## config.mk

```make
export PLATFORM = sky130hd
export DESIGN_NAME = shadow_context_unit
export DESIGN_NICKNAME = d
export VERILOG_FILES = /design/src/rtl/shadow_context_unit.sv
export SDC_FILE = /design/constraint.sdc
export NUM_CORES = 1
export LEC_CHECK = 0
export BUFFER_PORTS_ARGS = -buffer_cell sky130_fd_sc_hd__clkbuf_2
export CORE_MARGIN = 1
export CORE_UTILIZATION = 35
export DETAILED_ROUTE_END_ITERATION = 8
export GPL_TIMING_DRIVEN = 0
export SYNTH_ARGS = -nofsm -noshare
export SYNTH_HDL_FRONTEND = slang
export SYNTH_SLANG_ARGS = --single-unit
```

## constraint.sdc

```tcl
create_clock -name clk_i -period 9.4 [get_ports clk_i]
set_input_delay 1.88 -clock clk_i [delete_from_list [all_inputs] [get_ports clk_i]]
set_output_delay 1.88 -clock clk_i [all_outputs]
set_load 0.005 [all_outputs]
```

## src/rtl/shadow_context_unit.sv

```systemverilog
// Shadow-register save/restore engine for the fast-interrupt path.
// Stores a frame of shadow registers below the stack pointer through one
// D-cache port on interrupt entry and reloads the newest frame on return.
// A small frame-pointer stack lets frames nest NUM_LEVELS deep.
//
// D-cache handshake: a request is held (data_req, address, write data all
// stable) until the cycle data_gnt is seen high; a load is followed by one
// tag_valid cycle and then completes on the first data_rvalid cycle.
package shadow_context_pkg;
    localparam int XLEN               = 32;
    localparam int PLEN               = 34;
    localparam int DCACHE_INDEX_WIDTH = 12;
    localparam int DCACHE_TAG_WIDTH   = PLEN - DCACHE_INDEX_WIDTH;

    // Request towards the D-cache.
    typedef struct packed {
        logic [DCACHE_INDEX_WIDTH-1:0] address_index;
        logic [DCACHE_TAG_WIDTH-1:0]   address_tag;
        logic [XLEN-1:0]               data_wdata;
        logic [XLEN-1:0]               data_wuser;
        logic                          data_req;
        logic                          data_we;
        logic [XLEN/8-1:0]             data_be;
        logic [1:0]                    data_size;
        logic [1:0]                    data_id;
        logic                          kill_req;
        logic                          tag_valid;
    } dcache_req_i_t;

    // Response from the D-cache.
    typedef struct packed {
        logic            data_gnt;
        logic            data_rvalid;
        logic [1:0]      data_id;
        logic [XLEN-1:0] data_rdata;
        logic [XLEN-1:0] data_ruser;
    } dcache_req_o_t;
endpackage

module shadow_context_unit
    import shadow_context_pkg::*;
#(
    parameter int ADDR_WIDTH       = 6,
    parameter int DATA_WIDTH       = XLEN,
    parameter int NUM_SHADOW_SAVES = 16,
    parameter int NUM_LEVELS       = 2,
    localparam int LW              = $clog2(NUM_LEVELS + 1)
) (
    input  logic                  clk_i,
    input  logic                  rst_ni,
    input  logic                  shadow_irq_i,
    input  logic                  shadow_ret_i,
    input  logic [DATA_WIDTH-1:0] shadow_sp_i,
    output logic                  shadow_ready_o,
    output logic [LW-1:0]         shadow_level_o,
    output logic                  shadow_done_o,
    output logic                  shadow_err_o,
    output logic [ADDR_WIDTH-1:0] shadow_reg_raddr_o,
    input  logic [DATA_WIDTH-1:0] shadow_reg_rdata_i,
    output logic                  shadow_reg_we_o,
    output logic [ADDR_WIDTH-1:0] shadow_reg_waddr_o,
    output logic [DATA_WIDTH-1:0] shadow_reg_wdata_o,
    input  logic [11:0]           page_offset_i,
    output logic                  page_offset_matches_o,
    input  dcache_req_o_t         dcache_req_i,
    output dcache_req_i_t         dcache_req_o,
    output logic [2:0]            dbg_state_o
);

    localparam int B = DATA_WIDTH / 8;
    localparam logic [DATA_WIDTH-1:0] STEP       = DATA_WIDTH'(B);
    localparam logic [DATA_WIDTH-1:0] FRAME_SIZE = DATA_WIDTH'(NUM_SHADOW_SAVES * B);
    localparam logic [DATA_WIDTH-1:0] ALIGN_MASK = ~DATA_WIDTH'(B - 1);
    localparam logic [11:0]           FRAME_SPAN = 12'((NUM_SHADOW_SAVES - 1) * B);
    localparam logic [ADDR_WIDTH-1:0] LAST_CNT   = ADDR_WIDTH'(NUM_SHADOW_SAVES - 1);

    typedef enum logic [2:0] {
        S_IDLE    = 3'd0,
        S_SAVE    = 3'd1,
        S_LD_REQ  = 3'd2,
        S_LD_TAG  = 3'd3,
        S_LD_WAIT = 3'd4
    } state_e;

    state_e                state_q, state_d;
    logic [LW-1:0]         level_q, level_d;
    logic [ADDR_WIDTH-1:0] cnt_q, cnt_d;
    logic [DATA_WIDTH-1:0] addr_q, addr_d;
    logic [DATA_WIDTH-1:0] base_q, base_d;
    logic [DATA_WIDTH-1:0] fp_q [NUM_LEVELS];
    logic [DATA_WIDTH-1:0] fp_d [NUM_LEVELS];

    logic [DATA_WIDTH-1:0] sp_aligned;
    logic [DATA_WIDTH-1:0] fp_top;
    logic [PLEN-1:0]       paddr;
    logic [11:0]           frame_high;
    logic                  unused_ok;

    assign sp_aligned = shadow_sp_i & ALIGN_MASK;
    assign paddr      = PLEN'(addr_q);
    assign frame_high = base_q[11:0] + FRAME_SPAN;

    // Select the newest saved frame pointer (fp[level-1]).
    always_comb begin
        fp_top = '0;
        for (int i = 0; i < NUM_LEVELS; i++) begin
            if (LW'(i + 1) == level_q) fp_top = fp_q[i];
        end
    end

    // State, counters, address and frame stack registers.
    always_ff @(posedge clk_i or negedge rst_ni) begin
        if (!rst_ni) begin
            state_q <= S_IDLE;
            level_q <= '0;
            cnt_q   <= '0;
            addr_q  <= '0;
            base_q  <= '0;
            for (int i = 0; i < NUM_LEVELS; i++) fp_q[i] <= '0;
        end else begin
            state_q <= state_d;
            level_q <= level_d;
            cnt_q   <= cnt_d;
            addr_q  <= addr_d;
            base_q  <= base_d;
            for (int i = 0; i < NUM_LEVELS; i++) fp_q[i] <= fp_d[i];
        end
    end

    // Next-state logic plus the D-cache and register-file drive.
    always_comb begin
        state_d = state_q;
        level_d = level_q;
        cnt_d   = cnt_q;
        addr_d  = addr_q;
        base_d  = base_q;
        fp_d    = fp_q;

        shadow_done_o      = 1'b0;
        shadow_err_o       = 1'b0;
        shadow_reg_we_o    = 1'b0;
        shadow_reg_waddr_o = cnt_q;
        shadow_reg_wdata_o = dcache_req_i.data_rdata;
        shadow_reg_raddr_o = cnt_q;

        dcache_req_o               = '0;
        dcache_req_o.address_index = paddr[DCACHE_INDEX_WIDTH-1:0];
        dcache_req_o.address_tag   = paddr[PLEN-1:DCACHE_INDEX_WIDTH];
        dcache_req_o.data_wdata    = shadow_reg_rdata_i;
        dcache_req_o.data_be       = '1;
        dcache_req_o.data_size     = (DATA_WIDTH == 64) ? 2'b11 : 2'b10;

        unique case (state_q)
            S_IDLE: begin
                // irq has priority; a simultaneous ret is dropped.
                if (shadow_irq_i) begin
                    if (level_q < LW'(NUM_LEVELS)) begin
                        state_d = S_SAVE;
                        addr_d  = sp_aligned - STEP;
                        base_d  = sp_aligned - FRAME_SIZE;
                        cnt_d   = LAST_CNT;
                    end else begin
                        shadow_err_o = 1'b1;
                    end
                end else if (shadow_ret_i) begin
                    if (level_q != '0) begin
                        state_d = S_LD_REQ;
                        addr_d  = fp_top;
                        base_d  = fp_top;
                        cnt_d   = '0;
                    end else begin
                        shadow_err_o = 1'b1;
                    end
                end
            end
            S_SAVE: begin
                dcache_req_o.data_req = 1'b1;
                dcache_req_o.data_we  = 1'b1;
                if (dcache_req_i.data_gnt) begin
                    if (cnt_q != '0) begin
                        cnt_d  = cnt_q - 1'b1;
                        addr_d = addr_q - STEP;
                    end else begin
                        for (int i = 0; i < NUM_LEVELS; i++) begin
                            if (LW'(i) == level_q) fp_d[i] = addr_q;
                        end
                        level_d       = level_q + 1'b1;
                        shadow_done_o = 1'b1;
                        state_d       = S_IDLE;
                    end
                end
            end
            S_LD_REQ: begin
                dcache_req_o.data_req = 1'b1;
                if (dcache_req_i.data_gnt) state_d = S_LD_TAG;
            end
            S_LD_TAG: begin
                dcache_req_o.tag_valid = 1'b1;
                state_d                = S_LD_WAIT;
            end
            S_LD_WAIT: begin
                if (dcache_req_i.data_rvalid) begin
                    shadow_reg_we_o = 1'b1;
                    if (cnt_q == LAST_CNT) begin
                        level_d       = level_q - 1'b1;
                        shadow_done_o = 1'b1;
                        state_d       = S_IDLE;
                    end else begin
                        cnt_d   = cnt_q + 1'b1;
                        addr_d  = addr_q + STEP;
                        state_d = S_LD_REQ;
                    end
                end
            end
            default: state_d = S_IDLE;
        endcase
    end

    // Flag load-unit offsets that fall inside the frame currently moving.
    always_comb begin
        page_offset_matches_o = (state_q != S_IDLE) &&
                                (page_offset_i[11:3] >= base_q[11:3]) &&
                                (page_offset_i[11:3] <= frame_high[11:3]);
    end

    assign shadow_ready_o = (state_q == S_IDLE);
    assign shadow_level_o = level_q;
    assign dbg_state_o    = state_q;

    assign unused_ok = ^{dcache_req_i.data_id, dcache_req_i.data_ruser,
                         page_offset_i[2:0], frame_high[2:0],
                         base_q[DATA_WIDTH-1:12], base_q[2:0]};

endmodule

```

==> impl_metrics.ini, run 1 <==
[pwr]
p_leak_nw = 5.214
pwr-share-seq_pct = 24.3
p_sw_share_pct = 46.19
vdd.ir_drop.worst_uv = 154.7
clock_share_of_power_pct = 17.9
power.net_switching_mw = 1.670
powerDensity_nw_per_um2 = 334.2
intPower_mw = 1.946
power.combinational.fraction_pct = 57.8

[logic_synthesis]
synth-seq-cells = 117
synth_seq_area_share_pct = 33.16
synth_warnings = 0
synth_cells = 969
synth_area_leader_cell = dfrtp_1
post_synth_main_area_contributors = dfrtp_1 33%, buf_4 9.6%, ha_1 7.9%
synth_async_sr_flop_share_pct = 100.0
mappedNetlistArea_um2 = 8828
synth-edff-count = 0
synth_top_area_share_pct = 33.16
post-synth-top-count-cell = dfrtp_1
syn_avg_cell_area_um2 = 9.111
synth.lib_cells_used.distinct = 64
postSynth.topFlopCell = dfrtp_1
synth.cells.most_frequent = 117 x dfrtp_1, 113 x buf_4, 82 x a21oi_1, 74 x nand2_1, 60 x mux2_2

[worst_setup_path]
r2r_cells = 12
end_of_the_worst_register_to_register_path = addr_q[31]
path_cells = clkbuf_1 > clkbuf_1 > clkbuf_1 > o21ai_0 > and2_1 > clkbuf_2
worst_path_largest_cell_delay_ps = 720
crit_required_ps = 7520
setup.worst_path.start_class = primary input
critical_path_peak_fanout = 10
r2r_slack_ps = 4830
worst_path_most_repeated_cell = clkbuf_1
worstPathArrival_ps = 4280
setup.worst_path.end_class = output port
criticalPathCategory = primary input to output port
cp_slowest_cell = clkbuf_1
timing.rr.start = dbg_state_o[2]

[detailed_routing]
first_iter_violations = 541
first_pass_iters = 6
routed-via-count = 8021
dr.max_layer_used = met4
wirelength_met1_um = 12090
via_per_inst = 5.242
routed_length_on_met3_um = 2064
drt-wirelength-per-cell_um = 17.80
drt_drc_violations_left = 0
postRouteAntennaNets = 0
wl_met2_um = 12600
route.final.wire_length_um = 27240

[floorplan]
floorplan.die.width_um = 160.8
die_y_um = 160.8
placementRows = 57
pin_count = 312
die_area_um2 = 25860
core_area_um2 = 24530
initial_utilization_pct = 35.99

[global_routing]
grt_max_degree = 88
grt_pass1_wl_um = 41580
gr-usage-all-layers_pct = 21.03
antenna_found_initial = 0
globalRoute.totalOverflow = 0
number_of_global_route_vias_before_repair = 7436

[run_status]
run_status = finished clean

[placement]
io_buffers = 163
gp_congestion = 0.8854
placement.cell_area_um2 = 10240
hpwlAfterDp_um = 20220

[clock_tree]
clock_insertion_delay_worst_skew_ps = 430
clkSlewWorstSetupHoldPaths_ps = 60
tritoncts = done
holdBufCountCts = 0
max-clock-path-buffers = 2
cts_sinks = 117
cts_root_buf = clkbuf_16
postCtsSetupBuffers = 0
cts_max_level = 4
postCtsResizedCells = 0
cts_inserted_buffers = 17

[min_path]
whs_endpoint = fp_q[3]
whs_path_depth = 2
hp-start = fp_q[3]
hold_class = flop to flop

[finish]
area_growth_syn_to_layout_pct = 22.56
final_nets = 1399
antenna_cells_inserted = 0
finalInstanceArea_um2 = 10820
drive_gt1_share_pct = 31.59

[timing]
achievable-frequency_mhz = 162.4
worst_pin_slew_ps = 947.2
timing_max_transition_violations_final = 0
final_hold_viol_count = 0
timing.clock.skew_ps = 9.296
post-route-period-util_pct = 65.49
period_minus_ws_final_ps = 6156
timing.max_slew.rel_slack_pct = 36.63
rsz0062_at_grt = false
total_negative_setup_slacks_ps = 0
finalSetupViolCount = 0

[flow_run]
max_cap_violations = 0
==> critical path, delay by kind of cell <==
kind	cells	cell delay, ps
buf+inv	4	1940
simple gates	1	200
compound gates	1	230
==> state kept, by name, indices dropped and copies added, names as in the netlist <==
| signal | flops |
|---|---|
| base_q | 10 |
| shadow_level_o | 2 |
| shadow_reg_raddr_o | 6 |
| fp_q | 64 |
| addr_q | 32 |
| dbg_state_o | 3 |
==> cells by family after synthesis <==
| logic type | Yosys count | share of synthesized area, % |
|---|---|---|
| other | 2 | 0.08507 |
| multiplexers | 61 | 7.766 |
| XOR/XNOR | 63 | 6.250 |
| AND/OR/NAND/NOR | 225 | 12.57 |
| adder cells (fa/ha/maj) | 58 | 8.390 |
| AO/OA/AOI/OAI | 264 | 19.35 |
| flip-flops | 117 | 33.16 |
| buffers and inverters | 179 | 12.43 |
==> per-layer routing <==
| metal | global-route usage [%] | vias up |
|---|---|---|
| met5 | 0 | - |
| met4 | 6.690 | 0 |
| met1 | 28.84 | 3802 |
| li1 | - | 3801 |
| met2 | 33.57 | 381 |
| met3 | 3.642 | 37 |
==> cells in the final DEF (no fill, tap or decap), drive strengths merged, types with 13 or more instances in the layout <==
cell	count
conb	43
dfrtp	117
a21o	22
clkbuf	220
xnor2	50
buf	116
inv	26
nand2	74
mux2	60
a221oi	28
a211oi	20
xor2	13
nor3	20
a21oi	82
o21ai	48
nor2	56
ha	56
==> through the flow <==
| step | hold WS [ps] | setup slack (ps) | util (%) | power [mW] | std cells |
|---|---|---|---|---|---|
| global route | 510.5 | 3165 | 44.10 | 3.887 | 1530 |
| floorplan | 450.1 | 4178 | - | 2.283 | 1010 |
| global placement | 461.9 | 3335 | 41.59 | 2.911 | 1497 |
| finish | 487.1 | 3244 | 44.10 | 3.616 | 1530 |
| CTS | 483.3 | 3337 | 44.10 | 3.606 | 1530 |
| detailed placement | 470.3 | 3340 | 41.75 | 2.941 | 1498 |
==> worst max path at each step <==
stage	from	end
global placement	shadow_irq_i	shadow_err_o
global route	shadow_irq_i	shadow_err_o
finish	shadow_irq_i	shadow_err_o
floorplan	page_offset_i[3]	page_offset_matches_o
CTS	shadow_irq_i	shadow_err_o
detailed placement	shadow_irq_i	shadow_err_o
==> layout make-up <==
type	count	area [um^2]
fill	2423	13710
multi-input combinational	714	4960
sequential	117	2928
buffer	152	996.0
timing repair buffer	164	852.1
clock buffer	20	446.7
tap	324	405.4
clock inverter	12	131.4
inverter	27	101.3
==> power groups by stage <==
stage	Combinational (mW)	Clock, mW	Sequential (mW)
after floorplan	1.45	0	0.831
after global placement	2.03	0	0.882
after detailed placement	2.06	0	0.886
after CTS	2.07	0.658	0.878
after global routing	2.30	0.676	0.912
final	2.09	0.646	0.880
Note: power is estimated with default switching activity, not from simulation.
==> run 2, diff against run 1 <==
- ABC_AREA: unset -> 1
- clock period: 9.4 -> 5.85 ns (I/O delays scaled with it)
==> run 2 against run 1 <==
- non-clock buffer count stayed put
- largest cell class unchanged
- total power grew 78%
- synthesized cell count is 59% higher
- first-iteration DRC count is 24% higher
- sequential power is 52% higher
- critical path depth unchanged
- synthesized area grew 15%
- clock power up 67%
- via count rose by 26%
- sequential cell count unchanged
- register-to-register slack got worse by 1900 ps
==> impl_metrics.ini, run 2 <==
[logic_synthesis]
postSynth.topFlopCell = dfrtp_1
synth.cells.most_frequent = 426 x nand2_1, 204 x inv_1, 150 x nor2_1, 117 x buf_4, 117 x dfrtp_1
synth_async_sr_flop_share_pct = 100.0
synth_area_leader_cell = dfrtp_1
synth-seq-cells = 117
mappedNetlistArea_um2 = 10130
synth_cells = 1536
synth_warnings = 0
synth-edff-count = 0
synth_top_area_share_pct = 28.90
synth.lib_cells_used.distinct = 49
synth_seq_area_share_pct = 28.90
post-synth-top-count-cell = nand2_1
syn_avg_cell_area_um2 = 6.595
post_synth_main_area_contributors = dfrtp_1 29%, nand2_1 16%, buf_4 8.7%

[worst_setup_path]
critPathCapture = shadow_err_o
setup.worst_path.start_class = primary input
criticalPathCategory = primary input to output port
worst_path_largest_cell_delay_ps = 520
setup.worst_path.end_class = output port
worstPathArrival_ps = 2910
cp_slowest_cell = buf_1
r2r_cells = 14
path_depth = 6
crit_required_ps = 4680
cp_num_buf_inv = 4
critical-path-top-delay-family = buffers and inverters
end_of_the_worst_register_to_register_path = addr_q[29]
path_cells = buf_2 > buf_1 > clkbuf_1 > a21oi_1 > a211oi_1 > clkbuf_2
timing.rr.start = dbg_state_o[0]
critical_path_peak_fanout = 10
crit_start = shadow_irq_i
r2r_slack_ps = 2920

[run_status]
run_status = finished clean

[detailed_routing]
first_iter_violations = 669
route.final.wire_length_um = 31570
via_per_inst = 4.702
first_pass_iters = 5
postRouteAntennaNets = 0
drt-wirelength-per-cell_um = 14.68
drt_drc_violations_left = 0
routed-via-count = 10120

[finish]
area.sequential_um2 = 2928
multi_input_comb_area_um2 = 5495
finalNonFillerCells = 2151
flip_flop_count_of_the_largest_register_all_copies_and_words_added = 64
final_nets = 1966
top_register = fp_q
drive_gt1_share_pct = 19.63
reg.largest.list = fp_q x64, addr_q x32, base_q x10
area_growth_syn_to_layout_pct = 20.63
final_cell_mix = 426 x nand2_1, 204 x inv_1, 163 x clkbuf_2
antenna_cells_inserted = 0
finalInstanceArea_um2 = 12220
fillerInstances = 3023
leading_cell_type_in_the_layout_fill_and_taps_excluded = nand2_1

[floorplan]
floorplan.die.width_um = 172.1
placementRows = 61
die_area_um2 = 29630
die_y_um = 172.1
core_area_um2 = 28160
pin_count = 312
initial_utilization_pct = 35.97

[clock_tree]
cts_sinks = 117
postCtsResizedCells = 0
clkSlewWorstSetupHoldPaths_ps = 50
cts_root_buf = clkbuf_16
clock_insertion_delay_worst_skew_ps = 420
tritoncts = done
cts_inserted_buffers = 17
cts_max_level = 4
max-clock-path-buffers = 2
postCtsSetupBuffers = 0
holdBufCountCts = 0

[timing]
finalSetupViolCount = 0
timing.max_slew.rel_slack_pct = 53.50
total_negative_setup_slacks_ps = 0
rsz0062_at_grt = false
post-route-period-util_pct = 69.75
final_hold_viol_count = 0
timing_max_transition_violations_final = 0
worst_pin_slew_ps = 697.4
period_minus_ws_final_ps = 4081
timing.clock.skew_ps = 9.409
achievable-frequency_mhz = 245.1

[placement]
placement.cell_area_um2 = 11610
gp_congestion = 0.8962
hpwlAfterDp_um = 25700
io_buffers = 163
post_placement_cell_count = 2119

[min_path]
hold_class = flop to flop
hp-start = fp_q[49]

[global_routing]
grt_pass1_wl_um = 48830
gr-usage-all-layers_pct = 21.42
globalRoute.totalOverflow = 0
grt_max_degree = 100
antenna_found_initial = 0
number_of_global_route_vias_before_repair = 9226

[flow_run]
max_cap_violations = 0

[pwr]
powerDensity_nw_per_um2 = 526.0
p_leak_nw = 6.638
vdd.ir_drop.worst_uv = 185.4
-- run 2: changes by cell type after synthesis, sizes merged, moves of 28 or more --
cell	change
nand2	+355
inv	+186
nor2	+101
mux2	-60
xnor2	-39
o21ai	+69
nand3	+71
a21oi	+28
-- run 2: logic make-up after synthesis --
logic type,count (synthesis),synth area share (%)
adder cells (fa/ha/maj),58,7.312
AO/OA/AOI/OAI,269,14.49
flip-flops,117,28.90
buffers and inverters,364,18.37
other,2,0.07414
AND/OR/NAND/NOR,696,28.26
XOR/XNOR,30,2.594
-- run 2: per-layer routing --
metal / share of wire, % / global-route usage [%] / wire (um) / vias to the layer above
li1: - / - / - / 5209
met1: 46 / 28.84 / 14620 / 4563
met2: 47 / 36.54 / 14860 / 307
met3: 5.1 / 1.946 / 1602 / 36
met4: 1.6 / 5.733 / 499 / 0
met5: 0 / 0 / 0 / -
-- run 2: metrics by stage --
| stage | hold slack [ps] | worst slack, ps | power (mW) | utilization [%] |
|---|---|---|---|---|
| after floorplan | 452.9 | 2526 | 4.081 | - |
| after global placement | 466.4 | 1745 | 5.279 | 41.09 |
| after detailed placement | 473.2 | 1787 | 5.343 | 41.22 |
| after CTS | 486.6 | 1772 | 6.442 | 43.39 |
| after global routing | 502.2 | 1673 | 7.044 | 43.39 |
| final | 484.7 | 1769 | 6.428 | 43.39 |
-- run 2: final cells by class --
class,count,area share [%]
plain buffers,152,8.612
well taps,378,3.871
repair buffers,164,6.973
multi-input cells,1096,44.97
clock buffers,20,3.737
flip-flops and latches,117,23.96
inverters,212,6.615
clock inverters,12,1.259
-- run 2: tightest hold or removal path, delay by kind of cell (launching register included) --
family | cells | cell delay (ps)
AO/OA/AOI/OAI | 1 | 60
AND/OR/NAND/NOR | 1 | 50
flip-flops | 1 | 340
-- run 2: where the power goes --
group	switching, mW	internal [mW]
registers	0.291	1.05
logic	2.57	1.44
clock network	0.386	0.691
-- run 2: worst min path at each step --
stage / endpoint / slack, ps / cells after the start
finish: fp_q[49] / 480 / 2
global route: fp_q[56] / 500 / 2
CTS: fp_q[49] / 490 / 2
detailed placement: fp_q[26] / 470 / 2
global placement: fp_q[49] / 470 / 2
floorplan: fp_q[30] / 450 / 2
